## src/rtl/controle_ponto_flt_pkg.sv

```systemverilog
// Shared types and constants for the floating-point multiply/divide sequencer.
// Optional statistics build macro: PONTO_FLT_ESTAT_EN (used in controle_ponto_flt.sv).
package pkg_ponto_flt;

  typedef enum logic [2:0] {
    OCIOSO,
    CARREGA,
    INICIA,
    ESPERA,
    RESPONDE
  } estado_t;

  typedef enum logic [1:0] {
    ZERO,
    NORMAL,
    INF,
    NAN
  } classe_t;

  localparam logic [31:0] NAN_CANONICO = 32'h7FC0_0000;
  localparam logic [31:0] INF_POS      = 32'h7F80_0000;

  // Bit positions inside the 3-bit {timeout, div_zero, invalido} flag word
  localparam int unsigned FLAG_INVALIDO = 0;
  localparam int unsigned FLAG_DIV_ZERO = 1;
  localparam int unsigned FLAG_TIMEOUT  = 2;

  // Denormals (exponent field 0) are flushed into the ZERO class
  function automatic classe_t classifica(input logic [31:0] v);
    classe_t c;
    if (v[30:23] == 8'h00) begin
      c = ZERO;
    end else if (v[30:23] == 8'hFF) begin
      c = (v[22:0] == 23'd0) ? INF : NAN;
    end else begin
      c = NORMAL;
    end
    return c;
  endfunction

endpackage

```

## src/rtl/controle_ponto_flt_if.sv

```systemverilog
// Core-side request/response channels of the floating-point sequencer.
// master = core (issues requests, consumes responses), slave = controller.
interface controle_ponto_flt_if #(
  parameter int unsigned TAG_W = 4
);

  logic             req_valid;
  logic             req_ready;
  logic             req_mul;
  logic [31:0]      req_a;
  logic [31:0]      req_b;
  logic [TAG_W-1:0] req_tag;

  logic             resp_valid;
  logic             resp_ready;
  logic [31:0]      resp_dado;
  logic [TAG_W-1:0] resp_tag;
  logic [2:0]       resp_flags;

  modport master (
    output req_valid, req_mul, req_a, req_b, req_tag, resp_ready,
    input  req_ready, resp_valid, resp_dado, resp_tag, resp_flags
  );

  modport slave (
    input  req_valid, req_mul, req_a, req_b, req_tag, resp_ready,
    output req_ready, resp_valid, resp_dado, resp_tag, resp_flags
  );

endinterface

```

## src/rtl/controle_ponto_flt_classifica_especial.sv

```systemverilog
// Combinational IEEE special-operand resolver: decides whether an operation
// can be answered without the datapath and, if so, what the answer is.
module classifica_especial
  import pkg_ponto_flt::*;
(
  input  logic [31:0] a,
  input  logic [31:0] b,
  input  logic        mul,
  output logic        is_especial,
  output logic [31:0] resultado,
  output logic [2:0]  flags
);

  classe_t     ca;
  classe_t     cb;
  logic [31:0] zero_sinal;
  logic [31:0] inf_sinal;

  assign ca         = classifica(a);
  assign cb         = classifica(b);
  assign zero_sinal = {a[31] ^ b[31], 31'd0};
  assign inf_sinal  = INF_POS | zero_sinal;

  // Priority: NaN inputs first, then the indeterminate forms, then inf/zero
  always_comb begin
    is_especial = 1'b0;
    resultado   = 32'd0;
    flags       = 3'b000;
    if (ca == NAN || cb == NAN) begin
      is_especial            = 1'b1;
      resultado              = NAN_CANONICO;
      flags[FLAG_INVALIDO]   = 1'b1;
    end else if (mul) begin
      if ((ca == ZERO && cb == INF) || (ca == INF && cb == ZERO)) begin
        is_especial          = 1'b1;
        resultado            = NAN_CANONICO;
        flags[FLAG_INVALIDO] = 1'b1;
      end else if (ca == INF || cb == INF) begin
        is_especial          = 1'b1;
        resultado            = inf_sinal;
      end else if (ca == ZERO || cb == ZERO) begin
        is_especial          = 1'b1;
        resultado            = zero_sinal;
      end
    end else begin
      if ((ca == ZERO && cb == ZERO) || (ca == INF && cb == INF)) begin
        is_especial          = 1'b1;
        resultado            = NAN_CANONICO;
        flags[FLAG_INVALIDO] = 1'b1;
      end else if (ca == NORMAL && cb == ZERO) begin
        is_especial          = 1'b1;
        resultado            = inf_sinal;
        flags[FLAG_DIV_ZERO] = 1'b1;
      end else if (ca == ZERO || cb == INF) begin
        is_especial          = 1'b1;
        resultado            = zero_sinal;
      end else if (ca == INF) begin
        // inf/0 and inf/x both land here
        is_especial          = 1'b1;
        resultado            = inf_sinal;
      end
    end
  end

endmodule

```

## src/rtl/controle_ponto_flt.sv

```systemverilog
// Sequencer for the floating-point multiply/divide datapath: accepts one
// operation, loads and starts the datapath (or resolves special operands
// locally), waits for finish with a timeout and returns the result.
// Optional macro PONTO_FLT_ESTAT_EN adds saturating response/timeout counters.
module controle_ponto_flt
  import pkg_ponto_flt::*;
#(
  parameter int unsigned TAG_W          = 4,
  parameter int unsigned TIMEOUT_CICLOS = 64
) (
  input  logic                clk,
  input  logic                rst_n,
  controle_ponto_flt_if.slave bus,
  output logic [31:0]         fpu_a,
  output logic [31:0]         fpu_b,
  output logic                fpu_multiplicando,
  output logic                fpu_start,
  input  logic [31:0]         fpu_s,
  input  logic                fpu_finish
`ifdef PONTO_FLT_ESTAT_EN
  ,
  output logic [15:0]         estat_ops,
  output logic [15:0]         estat_timeouts
`endif
);

  // Last ESPERA cycle count before giving up
  localparam logic [7:0] LIMITE = 8'(TIMEOUT_CICLOS - 1);

  estado_t          estado_q, estado_d;
  logic [7:0]       cnt_q, cnt_d;
  logic [31:0]      dado_q, dado_d;
  logic [2:0]       flags_q, flags_d;
  logic [31:0]      a_q, a_d;
  logic [31:0]      b_q, b_d;
  logic             mul_q, mul_d;
  logic [TAG_W-1:0] tag_q, tag_d;
  logic             req_ready;
  logic             aceita;
  logic             evento_timeout;
  logic             entrega;

  logic             esp_is;
  logic [31:0]      esp_res;
  logic [2:0]       esp_flags;

  classifica_especial u_classifica (
    .a           (bus.req_a),
    .b           (bus.req_b),
    .mul         (bus.req_mul),
    .is_especial (esp_is),
    .resultado   (esp_res),
    .flags       (esp_flags)
  );

  // Held low while reset is asserted even though the state already reads OCIOSO
  assign req_ready = rst_n && (estado_q == OCIOSO);
  assign aceita    = bus.req_valid && req_ready;
  assign entrega   = (estado_q == RESPONDE) && bus.resp_ready;

  assign bus.req_ready  = req_ready;
  assign bus.resp_valid = (estado_q == RESPONDE);
  assign bus.resp_dado  = dado_q;
  assign bus.resp_tag   = tag_q;
  assign bus.resp_flags = flags_q;

  assign fpu_a             = a_q;
  assign fpu_b             = b_q;
  assign fpu_multiplicando = mul_q;
  assign fpu_start         = (estado_q == INICIA);

  // Next-state and result/operand capture
  always_comb begin
    estado_d       = estado_q;
    cnt_d          = cnt_q;
    dado_d         = dado_q;
    flags_d        = flags_q;
    a_d            = a_q;
    b_d            = b_q;
    mul_d          = mul_q;
    tag_d          = tag_q;
    evento_timeout = 1'b0;
    unique case (estado_q)
      OCIOSO: begin
        if (aceita) begin
          a_d   = bus.req_a;
          b_d   = bus.req_b;
          mul_d = bus.req_mul;
          tag_d = bus.req_tag;
          if (esp_is) begin
            dado_d   = esp_res;
            flags_d  = esp_flags;
            estado_d = RESPONDE;
          end else begin
            estado_d = CARREGA;
          end
        end
      end
      CARREGA: estado_d = INICIA;
      INICIA: begin
        cnt_d    = 8'd0;
        estado_d = ESPERA;
      end
      ESPERA: begin
        if (fpu_finish) begin
          dado_d   = fpu_s;
          flags_d  = 3'b000;
          estado_d = RESPONDE;
        end else if (cnt_q == LIMITE) begin
          dado_d                = NAN_CANONICO;
          flags_d               = 3'b000;
          flags_d[FLAG_TIMEOUT] = 1'b1;
          evento_timeout        = 1'b1;
          estado_d              = RESPONDE;
        end else begin
          cnt_d = cnt_q + 8'd1;
        end
      end
      RESPONDE: begin
        if (bus.resp_ready) estado_d = OCIOSO;
      end
      default: estado_d = OCIOSO;
    endcase
  end

  // State and datapath-facing registers
  always_ff @(posedge clk or negedge rst_n) begin
    if (!rst_n) begin
      estado_q <= OCIOSO;
      cnt_q    <= 8'd0;
      dado_q   <= 32'd0;
      flags_q  <= 3'b000;
      a_q      <= 32'd0;
      b_q      <= 32'd0;
      mul_q    <= 1'b0;
      tag_q    <= '0;
    end else begin
      estado_q <= estado_d;
      cnt_q    <= cnt_d;
      dado_q   <= dado_d;
      flags_q  <= flags_d;
      a_q      <= a_d;
      b_q      <= b_d;
      mul_q    <= mul_d;
      tag_q    <= tag_d;
    end
  end

`ifdef PONTO_FLT_ESTAT_EN
  logic [15:0] ops_q, tmo_q;

  // Saturating counters of delivered responses and timeouts
  always_ff @(posedge clk or negedge rst_n) begin
    if (!rst_n) begin
      ops_q <= 16'd0;
      tmo_q <= 16'd0;
    end else begin
      if (entrega && ops_q != 16'hFFFF) ops_q <= ops_q + 16'd1;
      if (evento_timeout && tmo_q != 16'hFFFF) tmo_q <= tmo_q + 16'd1;
    end
  end

  assign estat_ops      = ops_q;
  assign estat_timeouts = tmo_q;
`else
  logic unused_estat;
  assign unused_estat = entrega ^ evento_timeout;
`endif

endmodule

```

## src/flat_wrapper.sv

```systemverilog
// flat-port wrapper written by rule: the top's interface ports become plain ports
module controle_ponto_flt_flat import pkg_ponto_flt::*;
#(
  parameter int unsigned TAG_W          = 4,
  parameter int unsigned TIMEOUT_CICLOS = 64
)
  (clk, rst_n, fpu_a, fpu_b, fpu_multiplicando, fpu_start, fpu_s, fpu_finish, bus_req_valid, bus_req_mul, bus_req_a, bus_req_b, bus_req_tag, bus_resp_ready, bus_req_ready, bus_resp_valid, bus_resp_dado, bus_resp_tag, bus_resp_flags);
  controle_ponto_flt_if #(.TAG_W(TAG_W)) bus_i ();
  input  logic clk;
  input  logic rst_n;
  output logic [31:0] fpu_a;
  output logic [31:0] fpu_b;
  output logic fpu_multiplicando;
  output logic fpu_start;
  input  logic [31:0] fpu_s;
  input  logic fpu_finish;
  input wire logic [$bits(bus_i.req_valid)-1:0] bus_req_valid;
  input wire logic [$bits(bus_i.req_mul)-1:0] bus_req_mul;
  input wire logic [$bits(bus_i.req_a)-1:0] bus_req_a;
  input wire logic [$bits(bus_i.req_b)-1:0] bus_req_b;
  input wire logic [$bits(bus_i.req_tag)-1:0] bus_req_tag;
  input wire logic [$bits(bus_i.resp_ready)-1:0] bus_resp_ready;
  output wire logic [$bits(bus_i.req_ready)-1:0] bus_req_ready;
  output wire logic [$bits(bus_i.resp_valid)-1:0] bus_resp_valid;
  output wire logic [$bits(bus_i.resp_dado)-1:0] bus_resp_dado;
  output wire logic [$bits(bus_i.resp_tag)-1:0] bus_resp_tag;
  output wire logic [$bits(bus_i.resp_flags)-1:0] bus_resp_flags;
  assign bus_i.req_valid = bus_req_valid;
  assign bus_i.req_mul = bus_req_mul;
  assign bus_i.req_a = bus_req_a;
  assign bus_i.req_b = bus_req_b;
  assign bus_i.req_tag = bus_req_tag;
  assign bus_i.resp_ready = bus_resp_ready;
  assign bus_req_ready = bus_i.req_ready;
  assign bus_resp_valid = bus_i.resp_valid;
  assign bus_resp_dado = bus_i.resp_dado;
  assign bus_resp_tag = bus_i.resp_tag;
  assign bus_resp_flags = bus_i.resp_flags;
  controle_ponto_flt #(.TAG_W(TAG_W), .TIMEOUT_CICLOS(TIMEOUT_CICLOS)) u_core (.clk(clk), .rst_n(rst_n), .bus(bus_i), .fpu_a(fpu_a), .fpu_b(fpu_b), .fpu_multiplicando(fpu_multiplicando), .fpu_start(fpu_start), .fpu_s(fpu_s), .fpu_finish(fpu_finish));
endmodule
```

## config.mk

```make
export PLATFORM = sky130hd
export DESIGN_NAME = controle_ponto_flt_flat
export DESIGN_NICKNAME = d
export VERILOG_FILES = /design/src/rtl/controle_ponto_flt_pkg.sv /design/src/rtl/controle_ponto_flt_if.sv /design/src/rtl/controle_ponto_flt_classifica_especial.sv /design/src/rtl/controle_ponto_flt.sv /design/src/flat_wrapper.sv
export SDC_FILE = /design/constraint.sdc
export NUM_CORES = 1
export LEC_CHECK = 0
export BUFFER_PORTS_ARGS = -buffer_cell sky130_fd_sc_hd__buf_2
export CORE_MARGIN = 2
export CORE_UTILIZATION = 47
export DETAILED_ROUTE_END_ITERATION = 10
export PLACE_DENSITY_LB_ADDON = 0.25
export SETUP_SLACK_MARGIN = 0.5
export SLEW_MARGIN = 30
export SYNTH_ARGS = -nofsm -noshare
export SYNTH_HDL_FRONTEND = slang
export SYNTH_SLANG_ARGS = --single-unit
```

## constraint.sdc

```tcl
create_clock -name clk -period 2.31 [get_ports clk]
set_clock_uncertainty 0.2 [all_clocks]
set_input_delay 0.462 -clock clk [delete_from_list [all_inputs] [get_ports clk]]
set_output_delay 0.462 -clock clk [all_outputs]
set_load 0.05 [all_outputs]
```

# Yosys cells after proc, flatten, opt, wreduce, memory -nomap -nowiden
# Index checks and enable logic that the tools add are counted.
# totals
ff_bits	115
in_bits	106
out_inout_bits	107
elab_cells	104
# classes
bitwise_logic	1
n_addsub	1
reduce_logical	26
eq_ne	18
mux	50
# ops
cell	count
32-bit two-way mux	13
32-bit case mux with 2 select lines	1
23-bit zero test	2
3-bit two-way mux	8
1-bit two-way mux	19
8-bit == test (second input constant)	2
8-bit zero test	2
8-bit two-way mux	2
8-bit case mux with 2 select lines	1
3-bit case mux with 5 select lines	1
8-bit by 1-bit adder with 8-bit output (second input constant)	1
2-bit == test (second input constant)	4
8-bit by 6-bit == test with 1-bit output (second input constant)	1
2-bit two-way mux	4
1-bit logical AND	7
3-bit by 2-bit == test with 1-bit output (second input constant)	2
1-bit logical OR	6
2-bit != test (second input constant)	3
3-bit case mux with 2 select lines	1
3-bit AND reduction	2
2-bit zero test	2
2-bit by 1-bit != test with 1-bit output (second input constant)	2
4-bit AND reduction	1
2-bit nonzero test	2
other kinds (7)	7

# Logic depth before layout (Yosys ltp)
# depth
ltp_word	14
ltp_mapped	9
depth_no_buf	7

# Modules after synthesis
# From an unflattened synthesis, not the netlist that was laid out.
# unflattened
cells_unflattened	475
hier_area_um2	5625.4
# by_module_without_submodules
mod	cells_each	area_each_um2	instances	seq_area_each_um2
controle_ponto_flt	399	5058.6	1	2877.8
classifica_especial	76	566.8	1	0.0

# Worst setup path before layout
# OpenSTA, ideal clock, no wires.
# synth_timing
kind	register to register
startpoint	register u_core.estado_q[2]
endpoint	register u_core.cnt_q[7]
path_stages_with_launch	7
setup_slack_ns	-0.221
period_less_slack_ns	2.531
arrival_ns	2.161
setup_ns	0.170
t_required_ns	1.940
path_buffers	0
cell_sequence	dfrtp_1 -> nand2b_1 -> nor2_1 -> o2111a_1 -> nand3_1 -> xor2_1 -> nor2_1
# synth_between
elab_chain_len	3
word_cells_on_any_way	7
cone_classes	eq/ne (4); mux (1); reduce/logical (2)
# synth_rtl
element	line_no	source
from (decl)	controle_ponto_flt.sv:30	estado_t estado_q, estado_d;
from (signal assigned)	controle_ponto_flt.sv:138	estado_q <= estado_d;
3-bit by 2-bit == test with 1-bit output *	--	
via fpu_start	flat_wrapper.sv:14	output logic fpu_start;
2-bit nonzero test (no line)	--	
3-bit AND reduction (no line)	--	
to (signal assigned)	controle_ponto_flt.sv:139	cnt_q <= cnt_d;
to (decl)	controle_ponto_flt.sv:31	logic [7:0] cnt_q, cnt_d;
# Mark *: on every way through the listed nets, which the timed path passes. The rest lies on a longest branch.
# A chain may end at the register's enable or synchronous reset.

# Worst setup path in the final report
# layout_timing
startpoint	register u_core.estado_q[0]
endpoint	register u_core.dado_q[29], in the netlist u_core.bus.resp_dado[29]
# layout_between
elab_chain_len	5
word_cells_on_any_way	10
cone_classes	eq/ne (4); mux (1); reduce/logical (5)
# layout_rtl
element	line_no	source
3-bit zero test	controle_ponto_flt.sv:57, controle_ponto_flt.sv:83	
1-bit logical AND	controle_ponto_flt.sv:57	assign req_ready = rst_n && (estado_q == OCIOSO);
1-bit logical AND	controle_ponto_flt.sv:58	assign aceita = bus.req_valid && req_ready;
2-bit by 1-bit != test with 1-bit output (no line)	--	
4-bit AND reduction (no line)	--	
to (signal assigned)	controle_ponto_flt.sv:140	dado_q <= dado_d;
to (decl)	controle_ponto_flt.sv:32	logic [31:0] dado_q, dado_d;
# Several ways; a longest one is shown, not always the timed one.

==> results.md <==
Outcome:
- The flow ran to the end, but the final reports show violations.
- The checks that failed: negative hold slack.

Global route:
- The first-pass GRT wire length is 27.6 mm.
- The pin count of the biggest net entering global routing is 115.
- Global routing finished with a remaining overflow of 0.
- The total global routing track utilization is 32.7%.
- The number of antenna violations at the first check in global routing is 1.
- The via count of the first global-routing pass is 5167.

Placement:
- Buffers placed on the I/O ports in this run total 212.
- Timing analysis after detailed placement gives a worst setup slack of -0.221 ns.
- Once detailed placement completed, the half-perimeter wirelength came to 8.59 mm.
- The final weighted congestion in routability-driven placement is 0.778.
- Summing all placed instances gives a cell area of 6240 sq um.

Floorplanning:
- The die is 105 um wide.
- From bottom edge to top edge, the die measures 105 um.
- The initial utilization of the core area, before any placement, comes to 48.8%.
- The die footprint is 11000 sq um.
- The area inside the core boundary is 9820 sq um.
- For this design the top-level I/O count stands at 213.
- In this run the core area contains 36 standard-cell rows.

Cells and area:
- The area of combinational cells with multiple inputs is 2140 sq um.
- The number of filler instances in the final layout is 335.
- The area taken by flip-flops and latches is 2880 sq um.
- The net count of the finished layout is 844.
- Compared with the post-synthesis result, the final layout area differs by 89.2%.
- The post-route cell area is 9060 sq um.
- The share of post-route cells with drive strength above 1 is 59.5%.

Run:
- Max-cap violations in this run came to 0.

STA:
- Timing would allow up to 440 MHz.
- Measured against its own limit, the worst slew margin works out to 58.4%.
- The final clock period utilization by the worst path is 98.4%.
- Setup repair after global routing could not meet its margin everywhere.
- The final count of pins violating max slew is 0.
- The clock period minus worst slack is 2.27 ns.
- Setup violations remaining at the end of the flow were counted as 0.
- The number of endpoints with negative hold slack in the final report is 1.
- At the pin with the least slew margin, the transition time is 0.625 ns.
- Across all hold checks on the routed design, the worst slack comes to -0.00996 ns.
- The post-route worst setup slack is 0.0369 ns.

Logic synthesis:
- Among all flip-flop cells after synthesis, the most frequent one is sky130_fd_sc_hd__dfrtp_1.
- The number of synthesis warnings is 0.
- The net count after synthesis is 471.
- The commonest cells after synthesis are 115 x sky130_fd_sc_hd__dfrtp_1, 58 x sky130_fd_sc_hd__mux2_2, 23 x sky130_fd_sc_hd__a22o_1, 15 x sky130_fd_sc_hd__nand2_1.
- Summed over its instances, the top area cell type makes up 60.1% of the synthesized netlist area.
- Counting flops with an async set or reset pin after synthesis yields a share of 100%.
- The post-synthesis cell area is 4790 sq um.
- Synthesis produced a netlist whose cell count is 364.
- The netlist uses 43 different library cells.
- The cell type with the highest aggregate area in the netlist is sky130_fd_sc_hd__dfrtp_1.
- Yosys instantiated no cell more often than sky130_fd_sc_hd__dfrtp_1.
- The number of flops mapped to enable cells by yosys is 0.
- Of the synthesized area, sequential elements account for 60.1%.
- After synthesis the netlist holds a flip-flop and latch count of 115.
- The synthesized area per cell is 13.2 sq um.
- By area the synthesized netlist is led by sky130_fd_sc_hd__dfrtp_1 60%, sky130_fd_sc_hd__mux2_2 14%, sky130_fd_sc_hd__a22o_1 4.2%.

Routing:
- The number of iterations in the first detailed-routing pass is 5.
- The routed via count divided by cell count is 5.86.
- The number of antenna-violating nets in the routed design is 0.
- The initial detailed-routing violation count is 394.
- The post-detailed-route DRC marker count is 0.
- The final layout contains routed wiring with a total length of 22.6 mm.
- The overall via count from detail_route is 5184.
- After detailed routing, the average wire length per cell comes to 25.6 um.

Critical path:
- Together, buffers and inverters on the worst path number 5.
- The worst setup path is captured at a flip-flop.
- STA puts the critical path data required time at 2.59 ns.
- The worst setup path category is flip-flop to flip-flop.
- For the worst setup path, the data arrival time is 2.55 ns.
- The largest fanout of any net on the critical path is 6.
- The peak per-stage delay on the critical path is 0.43 ns.
- The nature of the critical path startpoint is a flip-flop.
- The cell with the largest stage delay on the worst path is sky130_fd_sc_hd__dfrtp_1.
- The critical path goes through buf_6, clkinvlp_4, or2_1, a211o_1, nand3b_4, buf_12, buf_8, buf_16, nand2_2, o21ai_2.
- The cell family contributing the most delay on the critical path is buffers and inverters.

Clock tree:
- Clock tree synthesis selected as its root buffer the cell sky130_fd_sc_hd__clkbuf_8.
- In this run the number of H-tree levels came out at 4.
- The count of clock tree sinks is 115.
- The number of buffers created by CTS is 17.
- The clock transition time at the flip-flop clock pins of the worst setup and hold paths is 0.06 ns.
- The clock passes through at most 2 buffers.
- The clock latency reported for the late side of the worst-skew pair is 0.55 ns.
- TritonCTS built the clock tree.

Worst hold path:
- The tightest min-delay check is of the primary input to flip-flop type.

Power and ir drop:
- The maximum ir drop on the vdd rail is 1.44 mV.
- The static power due to leakage is 4.34 nW.
- Dividing total power by cell area gives a power density of 1600 nW/um^2.
through the flow:
stage / setup TNS [ns] / util, % / instances / total power, mW
2_1_floorplan: 0 / - / 364 / 7.84
3_3_place_gp: -0.977 / 63.5 / 716 / 9.19
4_1_cts: 0 / 85.0 / 856 / 13.0
6_report: 0 / 92.3 / 884 / 14.5
5_1_grt: 0 / 92.3 / 884 / 14.8
3_5_place_dp: -1.53 / 63.5 / 716 / 9.30
cells in the final DEF, fill, tap and decap left out, types with 4 or more instances in the layout:
cell,count
sky130_fd_sc_hd__buf_6,45
sky130_fd_sc_hd__a21oi_1,11
sky130_fd_sc_hd__nand2_2,5
sky130_fd_sc_hd__dfrtp_1,113
sky130_fd_sc_hd__clkbuf_4,9
sky130_fd_sc_hd__nor4_1,10
sky130_fd_sc_hd__buf_8,5
sky130_fd_sc_hd__clkbuf_16,22
sky130_fd_sc_hd__nand2_4,6
sky130_fd_sc_hd__mux2_2,57
sky130_fd_sc_hd__mux2_4,12
sky130_fd_sc_hd__o21ai_1,4
sky130_fd_sc_hd__buf_2,104
sky130_fd_sc_hd__nand2b_1,8
sky130_fd_sc_hd__buf_16,9
sky130_fd_sc_hd__nand2_1,4
sky130_fd_sc_hd__nor2_1,10
sky130_fd_sc_hd__buf_12,6
sky130_fd_sc_hd__o21ai_2,11
sky130_fd_sc_hd__a22o_1,23
sky130_fd_sc_hd__buf_4,103
sky130_fd_sc_hd__nand4_1,8
sky130_fd_sc_hd__xor2_1,4
sky130_fd_sc_hd__clkinv_2,4
sky130_fd_sc_hd__dlygate4sd3_1,85
sky130_fd_sc_hd__or4_4,5
sky130_fd_sc_hd__clkinvlp_4,7
where the power goes:
group	switching, mW	internal [mW]
combinational	5.09	3.28
sequential	0.710	2.92
clock	1.05	1.45
state kept, by name, summed over array words and instances (netlist names):
| signal | count |
|---|---|
| u_core.bus.resp_tag | 4 |
| u_core.fpu_a | 32 |
| u_core.fpu_multiplicando | 1 |
| u_core.bus.resp_dado | 32 |
| u_core.fpu_b | 32 |
| u_core.bus.resp_flags | 3 |
| u_core.cnt_q | 8 |
| u_core.estado_q | 3 |
final cells by class:
class,count,area share [%]
timing repair buffer,372,36.6
sequential,115,31.8
multi-input combinational,228,23.6
clock buffer,19,4.76
tap,133,1.84
clock inverter,13,1.24
inverter,3,0.166
antenna,1,0.0276
worst paths after layout:
| kind | start | end | slack [ns] | depth (start not counted) |
|---|---|---|---|---|
| setup / recovery | u_core.estado_q[0] | u_core.bus.resp_dado[29] | 0.04 | 10 |
| hold / removal | bus_req_b[29] | u_core.fpu_b[29] | -0.01 | 2 |
| setup reg to reg | u_core.estado_q[0] | u_core.bus.resp_dado[29] | 0.04 | 10 |
| hold reg to reg | u_core.fpu_a[24] | u_core.fpu_a[24] | 0.31 | 1 |
| max in group asynchronous | rst_n | u_core.estado_q[2] | 0.85 | 3 |
| min in group asynchronous | rst_n | u_core.fpu_multiplicando | 0.16 | 2 |
cell families after synthesis:
family,synth area share (%)
AOI/OAI and AO/OA,9.67
xor gates and xnor gates,1.65
adders and majority gates,0.261
buffers and inverters,1.75
DFF,60.1
muxes,16.2
and+or+nand+nor,10.3
what timing repair did:
action	4_1_cts	5_1_grt
pin swaps	23	26
hold buffers	84	1
setup endpoints to repair	118	170
gates cloned	8	8
setup buffers	16	18
gates resized for setup	128	134
endpoints found under the hold margin	198	1
layer usage:
metal,part of all wire (%),GRT usage (%),up-vias
li1,-,-,2098
met1,33,35.8,2595
met2,52,59.0,372
met3,8.7,10.5,119
met4,6.4,12.0,0
met5,0,0,-
Note: power is estimated with default switching activity, not from simulation.
